<file path="src/rtl/dem_pkg.sv">
// Shared types and saturating arithmetic for the DEM-DAC tree decoders.
// The helpers work on 32-bit values; callers pass the live width and slice the result.
package dem_pkg;

    localparam int DEM_WIDTH     = 5;
    localparam int DEM_ACC_WIDTH = 12;

    typedef logic [DEM_WIDTH-1:0]            code_t;
    typedef logic signed [DEM_ACC_WIDTH-1:0] acc_t;

    // Signed add clamped to the range of a w-bit two's complement number
    function automatic logic signed [31:0] sat_add(input logic signed [31:0] a,
                                                   input logic signed [31:0] b,
                                                   input int w);
        logic signed [32:0] sum;
        logic signed [32:0] hi;
        logic signed [32:0] lo;
        sum = $signed({a[31], a}) + $signed({b[31], b});
        hi  = (33'sd1 <<< (w - 1)) - 33'sd1;
        lo  = -(33'sd1 <<< (w - 1));
        if (sum > hi)
            sum = hi;
        else if (sum < lo)
            sum = lo;
        return sum[31:0];
    endfunction

    // Unsigned increment that holds at the w-bit all-ones value
    function automatic logic [31:0] sat_inc(input logic [31:0] c, input int w);
        logic [32:0] max;
        max = (33'd1 << w) - 33'd1;
        return ({1'b0, c} >= max) ? c : c + 32'd1;
    endfunction

endpackage

</file>
<file path="src/rtl/sb_recombiner_sat_counter.sv">
// Saturating event counter with synchronous clear; clear wins over increment.
module sat_counter
    import dem_pkg::*;
#(
    parameter int W = 16
) (
    input  logic         clk_i,
    input  logic         reset_i,
    input  logic         clear_i,
    input  logic         inc_i,
    output logic [W-1:0] cnt_o
);

    logic [31:0] cnt_nxt;
    logic        unused_hi;

    assign cnt_nxt   = sat_inc({{(32-W){1'b0}}, cnt_o}, W);
    assign unused_hi = ^cnt_nxt[31:W];

    always_ff @(posedge clk_i) begin
        if (reset_i || clear_i)
            cnt_o <= '0;
        else if (inc_i)
            cnt_o <= cnt_nxt[W-1:0];
    end

endmodule

</file>
<file path="src/rtl/sb_recombiner.sv">
// Reconstructs a DEM tree node input from its branch outputs, checks the branch
// pair and parity, and integrates the switching sequence to watch shaping balance.
module sb_recombiner
    import dem_pkg::*;
#(
    parameter int WIDTH     = DEM_WIDTH,
    parameter int ACC_WIDTH = DEM_ACC_WIDTH,
    parameter int LIMIT     = 64,
    parameter int CNT_WIDTH = 16
) (
    input  logic                 clk_i,
    input  logic                 reset_i,
    input  logic                 valid_i,
    input  logic [WIDTH-1:0]     x_out1_i,
    input  logic [WIDTH-1:0]     x_out2_i,
    input  logic [WIDTH-1:0]     s_in_i,
    input  logic                 pn_seq_i,
    input  logic                 clear_i,
    output logic                 valid_o,
    output logic [WIDTH-1:0]     x_rec_o,
    output logic                 cons_err_o,
    output logic                 parity_err_o,
    output logic [ACC_WIDTH-1:0] balance_o,
    output logic                 imbalance_o,
    output logic [CNT_WIDTH-1:0] cons_cnt_o,
    output logic [CNT_WIDTH-1:0] par_cnt_o
);

    typedef struct packed {
        logic [WIDTH-1:0] x_rec;
        logic             cons_err;
        logic             parity_err;
        logic [WIDTH-1:0] s;
        logic             pn;
    } s1_t;

    logic [1:0]                  vld_pipe;
    s1_t                         s1_d, s1_q;
    logic [WIDTH-1:0]            s_x2;
    logic [WIDTH-1:0]            x2_exp;
    logic signed [ACC_WIDTH-1:0] acc_q;
    logic signed [31:0]          acc_step;
    logic signed [31:0]          acc_sum;
    logic                        acc_upd;
    logic                        acc_over;
    logic                        unused_acc;

    // Stage 1: undo the node split; all sums wrap at WIDTH bits by construction
    assign s_x2 = {s_in_i[WIDTH-2:0], 1'b0};

    always_comb begin
        s1_d = '0;
        if (pn_seq_i) begin
            s1_d.x_rec = x_out1_i - s_in_i;
            x2_exp     = x_out1_i - s_x2;
        end else begin
            s1_d.x_rec = x_out1_i + s_in_i;
            x2_exp     = x_out1_i + s_x2;
        end
        s1_d.cons_err   = (x_out2_i != x2_exp);
        s1_d.parity_err = (s_in_i[0] != s1_d.x_rec[0]);
        s1_d.s          = s_in_i;
        s1_d.pn         = pn_seq_i;
    end

    always_ff @(posedge clk_i) begin
        if (reset_i) begin
            vld_pipe <= '0;
            s1_q     <= '0;
        end else begin
            vld_pipe <= {vld_pipe[0], valid_i};
            if (valid_i)
                s1_q <= s1_d;
        end
    end

    // Stage 2: outputs hold between samples
    always_ff @(posedge clk_i) begin
        if (reset_i) begin
            x_rec_o      <= '0;
            cons_err_o   <= 1'b0;
            parity_err_o <= 1'b0;
        end else if (vld_pipe[0]) begin
            x_rec_o      <= s1_q.x_rec;
            cons_err_o   <= s1_q.cons_err;
            parity_err_o <= s1_q.parity_err;
        end
    end

    assign valid_o = vld_pipe[1];

    // Balance integrator: a sample meeting clear_i is dropped, not accumulated
    assign acc_step = s1_q.pn ?  $signed({{(32-WIDTH){1'b0}}, s1_q.s})
                              : -$signed({{(32-WIDTH){1'b0}}, s1_q.s});
    assign acc_sum  = sat_add({{(32-ACC_WIDTH){acc_q[ACC_WIDTH-1]}}, acc_q}, acc_step, ACC_WIDTH);
    assign acc_upd  = vld_pipe[0] & ~clear_i;
    assign acc_over = (acc_sum > LIMIT) || (acc_sum < -LIMIT);
    assign unused_acc = ^acc_sum[31:ACC_WIDTH];

    always_ff @(posedge clk_i) begin
        if (reset_i || clear_i) begin
            acc_q       <= '0;
            imbalance_o <= 1'b0;
        end else if (acc_upd) begin
            acc_q <= acc_sum[ACC_WIDTH-1:0];
            if (acc_over)
                imbalance_o <= 1'b1;
        end
    end

    assign balance_o = acc_q;

    sat_counter #(.W(CNT_WIDTH)) u_cons_cnt (
        .clk_i   (clk_i),
        .reset_i (reset_i),
        .clear_i (clear_i),
        .inc_i   (vld_pipe[0] & s1_q.cons_err),
        .cnt_o   (cons_cnt_o)
    );

    sat_counter #(.W(CNT_WIDTH)) u_par_cnt (
        .clk_i   (clk_i),
        .reset_i (reset_i),
        .clear_i (clear_i),
        .inc_i   (vld_pipe[0] & s1_q.parity_err),
        .cnt_o   (par_cnt_o)
    );

endmodule
</file>
<file path="config.mk">
export PLATFORM = sky130hd
export DESIGN_NAME = sb_recombiner
export DESIGN_NICKNAME = d
export VERILOG_FILES = /design/src/rtl/dem_pkg.sv /design/src/rtl/sb_recombiner_sat_counter.sv /design/src/rtl/sb_recombiner.sv
export SDC_FILE = /design/constraint.sdc
export NUM_CORES = 1
export LEC_CHECK = 0
export CAP_MARGIN = 0
export CELL_PAD_IN_SITES_DETAIL_PLACEMENT = 1
export CELL_PAD_IN_SITES_GLOBAL_PLACEMENT = 2
export CORE_MARGIN = 3
export CORE_UTILIZATION = 35
export CTS_BUF_LIST = sky130_fd_sc_hd__clkbuf_8 sky130_fd_sc_hd__clkbuf_16
export CTS_CLUSTER_DIAMETER = 30
export CTS_CLUSTER_SIZE = 25
export DETAILED_ROUTE_END_ITERATION = 7
export GPL_ROUTABILITY_DRIVEN = 0
export PLACE_DENSITY_LB_ADDON = 0.1
export SKIP_CTS_REPAIR_TIMING = 1
export SLEW_MARGIN = 20
export SYNTH_ARGS = -nofsm -noshare
export SYNTH_HDL_FRONTEND = slang
export SYNTH_HIERARCHICAL = 1
export SYNTH_SLANG_ARGS = --single-unit
</file>
<file path="constraint.sdc">
create_clock -name clk_i -period 6.7 [get_ports clk_i]
set_input_delay 0.67 -clock clk_i [delete_from_list [all_inputs] [get_ports clk_i]]
set_output_delay 0.67 -clock clk_i [all_outputs]
set_load 0.01 [all_outputs]
</file>
After elaboration in Yosys (flattened, before gate mapping)
Cells that the tools add are included.
{"block": "classes", "reduce_logical": 5, "n_bitwise": 6, "add_sub_neg": 8, "n_lt_le_gt_ge": 6, "n_eq_ne": 2, "muxes": 5}
{"op": "32-bit 2-to-1 mux", "n": 3}
{"op": "12-bit by 32-bit adder with 33-bit output", "n": 1}
{"op": "33-bit by 12-bit greater-than comparator with 1-bit output, second input constant", "n": 1}
{"op": "33-bit by 12-bit less-than comparator with 1-bit output, second input constant", "n": 1}
{"op": "16-bit by 1-bit adder with 16-bit output, second input constant", "n": 2}
{"op": "16-bit >= comparator, second input constant", "n": 2}
{"op": "32-bit by 8-bit greater-than comparator with 1-bit output, second input constant", "n": 1}
{"op": "32-bit by 7-bit less-than comparator with 1-bit output, second input constant", "n": 1}
{"op": "5-bit negator with 32-bit output", "n": 1}
{"op": "5-bit adder", "n": 2}
{"op": "5-bit 2-to-1 mux", "n": 2}
{"op": "5-bit subtractor", "n": 2}
{"op": "2-bit AND reduction", "n": 3}
{"op": "5-bit != test", "n": 1}
{"op": "1-bit bitwise AND", "n": 3}
{"op": "1-bit NOT", "n": 3}
{"op": "1-bit logical OR", "n": 2}
{"op": "1-bit != test", "n": 1}
{"block": "word_totals", "in_bits": 20, "regBits": 67, "elab_cells": 45}

Longest topological paths before layout
Gate-level depths: netlist of the first run.
{"block": "logic_depth", "depth_word": 9, "depth_mapped": 16, "mapped_depth_nobuf": 15}

Hierarchy
Netlist of the first run, hierarchy kept.
{"mod": "sb_recombiner", "area_per_inst_um2": 2929.1, "n_inst": 1, "cells_each": 358}
{"mod": "sat_counter", "area_per_inst_um2": 815.8, "n_inst": 2, "cells_each": 97}

Worst setup path after synthesis of the first run
Ideal clock, no wire load.
{"block": "synth_timing", "kind": "reg2reg", "start": "register s1_q[2] in the netlist's numbering", "end": "register imbalance_o", "stages_incl_launch_ff": 16, "t_arrival_ns": 3.686, "setup_slack_ns": 2.884, "synth_period_minus_slack_ns": 3.816, "setup_ns": 0.129, "required_time_ns": 6.571, "path_buffers": 0, "path_cell_list": "dfxtp_1 -> inv_1 -> ha_1 -> nor3b_1 -> ha_1 -> mux2_2 -> ha_1 -> a21oi_1 -> o21ai_2 -> o2111ai_1 -> a22oi_1 -> a311oi_1 -> nor2_1 -> or4_4 -> o311ai_1 -> a31oi_1"}
{"block": "synth_between", "elab_chain_len": 9, "word_cells_on_any_way": 11}
{"item": "start, declared", "line_no": "sb_recombiner.sv:38", "source": "s1_t s1_d, s1_q;"}
{"item": "start signal, assigned", "line_no": "sb_recombiner.sv:69", "source": "s1_q <= '0;"}
{"item": "start signal, assigned", "line_no": "sb_recombiner.sv:73", "source": "s1_q <= s1_d;"}
{"item": "5-bit negator with 32-bit output", "line_no": "sb_recombiner.sv:94", "source": ": -$signed({{(32-WIDTH){1'b0}}, s1_q.s});"}
{"item": "32-bit 2-to-1 mux (*)", "line_no": "sb_recombiner.sv:93", "source": "assign acc_step = s1_q.pn ? $signed({{(32-WIDTH){1'b0}}, s1_q.s})"}
{"item": "12-bit by 32-bit adder with 33-bit output (*)", "line_no": "dem_pkg.sv:18", "source": "sum = $signed({a[31], a}) + $signed({b[31], b});"}
{"item": "33-bit by 12-bit less-than comparator with 1-bit output", "line_no": "dem_pkg.sv:23", "source": "else if (sum < lo)"}
{"item": "32-bit 2-to-1 mux", "line_no": "dem_pkg.sv:23"}
{"item": "32-bit 2-to-1 mux (*)", "line_no": "dem_pkg.sv:21", "source": "if (sum > hi)"}
{"item": "32-bit by 8-bit greater-than comparator with 1-bit output or 32-bit by 7-bit less-than comparator with 1-bit output (tied branches)", "line_no": "sb_recombiner.sv:97", "source": "assign acc_over = (acc_sum > LIMIT) || (acc_sum < -LIMIT);"}
{"item": "1-bit logical OR (*)", "line_no": "sb_recombiner.sv:97"}
{"item": "2-bit AND reduction (no line) (*)"}
{"item": "end signal, assigned", "line_no": "sb_recombiner.sv:103", "source": "imbalance_o <= 1'b0;"}
{"item": "end signal, assigned", "line_no": "sb_recombiner.sv:107", "source": "imbalance_o <= 1'b1;"}
{"item": "end, declared", "line_no": "sb_recombiner.sv:24", "source": "output logic imbalance_o,"}
Mark *: on every way between the ends. The rest lies on a longest branch, timed or not.
A chain may end at the register's enable or synchronous reset.

Worst setup path in the final report of the first run
{"block": "layout_timing", "start": "register s1_q[1] in the netlist's numbering", "end": "register acc_q[7] (netlist: balance_o[7])"}
{"block": "layout_between", "elab_chain_len": 6, "word_cells_on_any_way": 7}
{"item": "5-bit negator with 32-bit output", "line_no": "sb_recombiner.sv:94"}
{"item": "32-bit 2-to-1 mux (*)", "line_no": "sb_recombiner.sv:93"}
{"item": "12-bit by 32-bit adder with 33-bit output (*)", "line_no": "dem_pkg.sv:18"}
{"item": "33-bit by 12-bit less-than comparator with 1-bit output", "line_no": "dem_pkg.sv:23"}
{"item": "32-bit 2-to-1 mux", "line_no": "dem_pkg.sv:23"}
{"item": "32-bit 2-to-1 mux (*)", "line_no": "dem_pkg.sv:21"}
{"item": "end signal, assigned", "line_no": "sb_recombiner.sv:105", "source": "acc_q <= acc_sum[ACC_WIDTH-1:0];"}
{"item": "end, declared", "line_no": "sb_recombiner.sv:41", "source": "logic signed [ACC_WIDTH-1:0] acc_q;"}
Marked as above.

==> impl_metrics.py, run 1 <==
metrics = {
    "critical_path": {
        "cp_data_arrival_time_ns": 4.75,
        "crit_path_top_delay_cell": "a22oi_1",
        "worstSetupStartpointType": "flop",
        "critPathRequiredTime_ns": 6.88,
        "crit_path_end_kind": "flop",
        "cp_max_fo": 10,
        "path_cells": "inv_1, ha_1, nor3b_1, ha_1, mux2_2, ha_1, a21oi_1, o21ai_2, o21ai_0, a22oi_1, a311oi_1, nor4_1, a41oi_1, nor3_2, a221oi_1",
        "critical_path_class": "flop to flop",
        "critPathMostFrequentCell": "ha_1",
        "critPathMaxStageDelay_ns": 0.57,
    },
    "clocking": {
        "cts_max_level": 3,
        "cts_max_path_buffers": 2,
        "path_clk_slew_ns": 0.06,
        "cts_buffers": 9,
        "numClockSinks": 67,
        "insertion_delay_ns": 0.35,
        "root_buffer": "clkbuf_16",
        "cts_tree": "yes",
    },
    "synthesis": {
        "syn_area_um2": 4561,
        "syn_area_per_cell_um2": 8.262,
        "yosysUniqueCellTypes": 73,
        "seq_area_frac_synth": 0.2941,
        "yosys_register_bits": 67,
        "synth_warnings": 6,
        "synth-edff-count": 0,
        "synthFlopType": "dfxtp_1",
        "async_flop_share": 0,
        "synthCells": 552,
        "synth_fp_nets": 600,
    },
    "timing": {
        "max_slew_margin": 0.2918,
        "fin_setup_tns_ns": 0,
        "rsz0062_at_grt": "no",
        "drv_slew": 0,
        "whs_ns": 0.4935,
        "fin_worst_skew_ns": 0.007181,
        "post-route-period-util": 0.6820,
        "hold_viol_final": 0,
        "max_slew.worst_pin.slew_ns": 1.053,
        "period_needed_ns": 4.569,
        "finalSetupViolations": 0,
        "timing.fmax_mhz": 218.9,
    },
    "pwr": {
        "irDropWorstVdd_mv": 0.2002,
        "power.density_nw_per_um2": 218.6,
        "leakage_nw": 2.131,
    },
    "die": {
        "die_w_um": 120.2,
        "core_um2": 12670,
        "rows": 41,
        "initial_core_util": 0.3599,
        "pin_count": 73,
        "die_h_um": 120.2,
        "die_area_um2": 14440,
    },
    "route": {
        "first_pass_iters": 5,
        "wire_per_inst_um": 16.78,
        "vias_per_cell": 5.530,
        "route.detailed.drc": 0,
        "route.vias.total": 4391,
        "routed_wl_um": 13320,
        "ant_nets": 0,
        "drtIter0Drc": 218,
    },
    "global_routing": {
        "grt_pass1_wl_um": 22340,
        "track_usage": 0.1910,
        "grt_pass1_vias": 4441,
        "grt_start_max_net_pins": 30,
        "antenna_found_initial": 0,
        "overflow": 0,
    },
    "placed_design": {
        "dp_hpwl_um": 10040,
        "numPortBuffers": 72,
    },
    "final_layout": {
        "layout.nets": 665,
        "seqCellArea_um2": 1341,
        "multi_input_area_um2": 3034,
        "antennaDiodeCount": 0,
        "area_growth_pct": 26.58,
        "layout-drive-gt1-share": 0.06913,
        "n_fill_cell": 1528,
    },
    "hold_path": {
        "hold_path.class": "flop to flop",
    },
    "run_status": {
        "status": "finished clean",
    },
    "run": {
        "maxCapViolations": 0,
    },
}
state kept, by name (all words and copies together) (netlist names):
signal            flops
u_cons_cnt/cnt_o     16
balance_o            12
x_rec_o               5
imbalance_o           1
cons_err_o            1
parity_err_o          1
s1_q                 13
u_par_cnt/cnt_o      16
vld_pipe              2
report_power, final:
part           internal, mW  switching (mW)  leakage, nW
clock                 0.363           0.186        0.171
sequential            0.411          0.0146        0.545
combinational         0.123           0.164         1.41
total                 0.897           0.365         2.13
cell usage in the layout, fill, tap and decap left out, drive strengths merged, types with 3 or more instances in the layout:
| cell | count |
|---|---|
| nor2 | 57 |
| clkbuf | 9 |
| a21oi | 47 |
| inv | 29 |
| o211ai | 3 |
| bufinv | 3 |
| a31oi | 7 |
| a21o | 8 |
| ha | 25 |
| and2 | 4 |
| o21a | 3 |
| or4 | 10 |
| or2 | 6 |
| fa | 3 |
| dfxtp | 67 |
| o311ai | 3 |
| nor3 | 20 |
| xor2 | 5 |
| a211oi | 6 |
| o21ai | 29 |
| nand4 | 15 |
| nor4 | 5 |
| xnor2 | 25 |
| mux2 | 4 |
| nand2 | 35 |
| nand3 | 24 |
| maj3 | 7 |
| or3 | 8 |
| clkinv | 3 |
| o41ai | 5 |
| o31ai | 9 |
| clkdlybuf4s50 | 72 |
| and3 | 3 |
| nor2b | 6 |
| mux2i | 25 |
logic make-up (layout without fill, tap and decap cells):
kind of cell / after synthesis / in the layout / share of synthesized area
compound gates: 137 / 137 / 0.2008
xor+xnor: 30 / 30 / 0.05926
fa+ha+maj: 35 / 35 / 0.09739
buf+inv: 48 / 118 / 0.04198
flops: 67 / 67 / 0.2941
mux: 29 / 29 / 0.06475
simple gates: 206 / 206 / 0.2417
path summary, 6_finish.rpt:
path            from           end  slack [ns]  cells past startpoint
max reg2reg  s1_q[1]  balance_o[7]        2.13                     15
max          s1_q[1]  balance_o[7]        2.13                     15
min reg2reg  s1_q[8]       s1_q[8]        0.49                      2
min          s1_q[8]       s1_q[8]        0.49                      2
layer usage:
layer	wire, um	GRT usage	up-vias	part of all wire
li1	-	-	2166	-
met1	6242	0.2485	2129	0.47
met2	6288	0.3109	80	0.47
met3	577	0.04807	16	0.043
met4	216	0.06013	0	0.016
met5	0	0	-	0
synth_stat cells (3+ instances only):
cell | n | area share
maj3_1 | 6 | 0.013
mux2i_1 | 25 | 0.055
buf_2 | 4 | 0.0044
nor2_1 | 57 | 0.047
mux2_2 | 3 | 0.0074
and3_1 | 3 | 0.0041
nand3_1 | 24 | 0.026
xnor2_1 | 24 | 0.046
nor2b_1 | 5 | 0.0069
dfxtp_1 | 67 | 0.29
ha_1 | 25 | 0.069
nor3_1 | 18 | 0.020
fa_1 | 3 | 0.013
a21o_1 | 8 | 0.013
a21oi_1 | 46 | 0.050
a31oi_1 | 7 | 0.0096
o21ai_0 | 27 | 0.030
or2_2 | 6 | 0.0082
inv_1 | 27 | 0.022
o31ai_1 | 9 | 0.015
a211oi_1 | 6 | 0.0099
nand2_1 | 35 | 0.029
o21a_1 | 3 | 0.0049
nand4_1 | 13 | 0.018
and2_1 | 4 | 0.0055
clkbuf_1 | 13 | 0.011
or4_1 | 9 | 0.015
or3_1 | 8 | 0.011
nor4_1 | 5 | 0.0069
o211ai_1 | 3 | 0.0049
xor2_1 | 5 | 0.0096
area by class of cell:
class | count | area share
clock inverters | 7 | 0.02016
multi-input cells | 437 | 0.5256
flip-flops and latches | 67 | 0.2323
inverters | 28 | 0.01821
repair buffers | 74 | 0.1274
well taps | 172 | 0.03728
clock buffers | 9 | 0.03901
stage by stage:
stage	instance area, um^2	setup WS [ns]	util	power, mW	cells
floorplan	4561	2.884	-	0.6358	552
global placement	5425	2.465	0.4282	0.7160	778
detailed placement	5425	2.155	0.4282	0.7215	778
CTS	5767	2.151	0.4551	1.280	794
global route	5773	1.738	0.4556	1.332	794
finish	5773	2.131	0.4556	1.262	794
worst max-delay path, delay by kind of cell, from the launching register on:
family          cells  cell delay (ns)
mux                 1             0.27
compound gates      7             1.64
flops               1             0.38
simple gates        3             1.25
fa+ha+maj           3             0.79
buf+inv             1             0.09
No activity file was read; power rests on OpenSTA's default activity.
==> run 2, diff against run 1 <==
--- a/config.mk
+++ b/config.mk
@@ -9,7 +9,7 @@
 export CELL_PAD_IN_SITES_DETAIL_PLACEMENT = 1
 export CELL_PAD_IN_SITES_GLOBAL_PLACEMENT = 2
 export CORE_MARGIN = 3
-export CORE_UTILIZATION = 35
+export CORE_UTILIZATION = 29
 export CTS_BUF_LIST = sky130_fd_sc_hd__clkbuf_8 sky130_fd_sc_hd__clkbuf_16
 export CTS_CLUSTER_DIAMETER = 30
 export CTS_CLUSTER_SIZE = 25
==> constraint.sdc (replaced) <==
create_clock -name clk_i -period 3.99 [get_ports clk_i]
set_input_delay 0.399 -clock clk_i [delete_from_list [all_inputs] [get_ports clk_i]]
set_output_delay 0.399 -clock clk_i [all_outputs]
set_load 0.01 [all_outputs]
==> impl_metrics.py, run 2 (synthesis results as in run 1) <==
metrics = {
    "die": {
        "die_area_um2": 17270,
        "initial_core_util": 0.2978,
        "rows": 45,
        "die_h_um": 131.4,
        "core_um2": 15310,
        "pin_count": 73,
        "die_w_um": 131.4,
    },
    "critical_path": {
        "cp-endpoint": "imbalance_o",
        "timing.rr.end": "imbalance_o",
        "critPathRequiredTime_ns": 4.21,
        "regToRegStartpoint": "s1_q[2]",
        "path_cells": "inv_2, ha_4, nor3b_4, ha_1, mux2_4, ha_4, a21oi_4, buf_6, o211ai_1, buf_4, o211ai_1, nand3_1, a31oi_2, nand3b_1, or4_4, o311ai_4, a31oi_1",
        "crit_path_end_kind": "flop",
        "critPathMaxStageDelay_ns": 0.46,
        "critical_path_class": "flop to flop",
        "ff2ff_path_depth": 17,
        "worstSetupStartpointType": "flop",
        "cp_max_fo": 4,
        "reg2reg_slack_ns": 0.11,
        "cp-startpoint": "s1_q[2]",
        "cp_data_arrival_time_ns": 4.09,
        "crit_path_top_delay_cell": "or4_4",
    },
    "run": {
        "maxCapViolations": 0,
    },
    "final_layout": {
        "layout_commonest_cell": "clkdlybuf4s50_1",
        "stdcell_count": 854,
        "layout.nets": 686,
        "final_area_um2": 6108,
        "multi_input_area_um2": 3151,
        "n_fill_cell": 1789,
        "seqCellArea_um2": 1345,
        "layout-drive-gt1-share": 0.1291,
        "area_growth_pct": 33.94,
        "antennaDiodeCount": 0,
        "final_cell_mix": "clkdlybuf4s50_1 (72), dfxtp_1 (64), nor2_1 (57), a21oi_1 (44), nand2_1 (35)",
        "reg_top3": "u_cons_cnt/cnt_o: 16 flops, u_par_cnt/cnt_o: 16 flops, s1_q: 13 flops",
    },
    "clocking": {
        "numClockSinks": 67,
        "cts_max_level": 3,
        "cts_max_path_buffers": 2,
        "cts_tree": "yes",
        "insertion_delay_ns": 0.34,
        "path_clk_slew_ns": 0.06,
        "root_buffer": "clkbuf_16",
        "cts_buffers": 9,
    },
    "route": {
        "wire_per_inst_um": 16.48,
        "route.detailed.drc": 0,
        "drtIter0Drc": 153,
        "vias_per_cell": 5.186,
        "ant_nets": 0,
        "route.vias.total": 4429,
        "first_pass_iters": 4,
        "routed_wl_um": 14070,
    },
    "timing": {
        "fin_worst_skew_ns": 0.006296,
        "rsz0062_at_grt": "yes",
        "timing.fmax_mhz": 258.0,
        "whs_ns": 0.4942,
        "finalSetupViolations": 0,
        "hold_viol_final": 0,
        "max_slew.worst_pin.slew_ns": 1.095,
        "fin_ws_ns": 0.1141,
        "max_slew_margin": 0.2634,
        "drv_slew": 0,
        "period_needed_ns": 3.876,
        "post-route-period-util": 0.9714,
    },
    "global_routing": {
        "track_usage": 0.1611,
        "grt_pass1_vias": 4539,
        "grt_pass1_wl_um": 23110,
        "grt_start_max_net_pins": 21,
        "antenna_found_initial": 0,
        "overflow": 0,
    },
    "pwr": {
        "power.density_nw_per_um2": 355.6,
        "leakage_nw": 2.270,
        "power_mw": 2.172,
        "irDropWorstVdd_mv": 0.2061,
    },
    "placed_design": {
        "numPortBuffers": 72,
        "dp.cells": 834,
        "post-place-ws_ns": -0.1835,
        "place_area_um2": 5602,
        "dp_hpwl_um": 10590,
    },
    "run_status": {
        "status": "finished clean",
    },
    "hold_path": {
        "hold_path.class": "flop to flop",
    },
}
-- run 2: cell types whose count changed in the layout (fill, tap and decap cells not counted), sizes merged --
cell,before,now
buf,2,23
bufinv,3,2
clkinv,3,2
clkbuf,9,12
inv,29,28
-- run 2: stage by stage --
| step | util | setup TNS (ns) |
|---|---|---|
| 2_1_floorplan | - | 0 |
| 3_3_place_gp | 0.3658 | 0 |
| 3_5_place_dp | 0.3658 | -1.420 |
| 4_1_cts | 0.3879 | -1.895 |
| 5_1_grt | 0.3989 | -0.09200 |
| 6_report | 0.3989 | 0 |
-- run 2: critical path, delay by kind of cell (launching register included) --
kind / cells / cell delay [ns]
AO/OA/AOI/OAI: 6 / 1.20
flip-flops: 1 / 0.32
adder cells (fa/ha/maj): 3 / 0.62
buffers and inverters: 3 / 0.34
multiplexers: 1 / 0.29
AND/OR/NAND/NOR: 4 / 0.96
-- run 2: final cells by class --
type | count | area share
clock buffer | 12 | 0.04363
clock inverter | 4 | 0.01188
inverter | 28 | 0.01721
multi-input combinational | 437 | 0.5158
sequential | 67 | 0.2202
tap | 211 | 0.04322
timing repair buffer | 95 | 0.1481
-- run 2: metal layers --
metal	vias up	track usage	wire length, um
met2	68	0.2630	6449
li1	2200	-	-
met1	2147	0.2102	6901
met3	14	0.04096	523
met4	0	0.04726	198
met5	-	0	0
-- run 2: how the worst min path moves through the flow --
stage                            start      endpoint  slack [ns]  depth (start not counted)
final                          s1_q[6]       s1_q[6]        0.49                          2
after global routing           s1_q[7]       s1_q[7]        0.52                          2
after CTS                      s1_q[7]       s1_q[7]        0.50                          2
after detailed placement       s1_q[7]       s1_q[7]        0.49                          2
after global placement    parity_err_o  parity_err_o        0.47                          2
after floorplan                s1_q[6]       s1_q[6]        0.45                          2
-- run 2: report_power, final --
| group | switching (mW) | total [mW] | internal, mW |
|---|---|---|---|
| sequential | 0.0184 | 0.709 | 0.691 |
| clock | 0.307 | 0.904 | 0.597 |
| combinational | 0.308 | 0.559 | 0.251 |
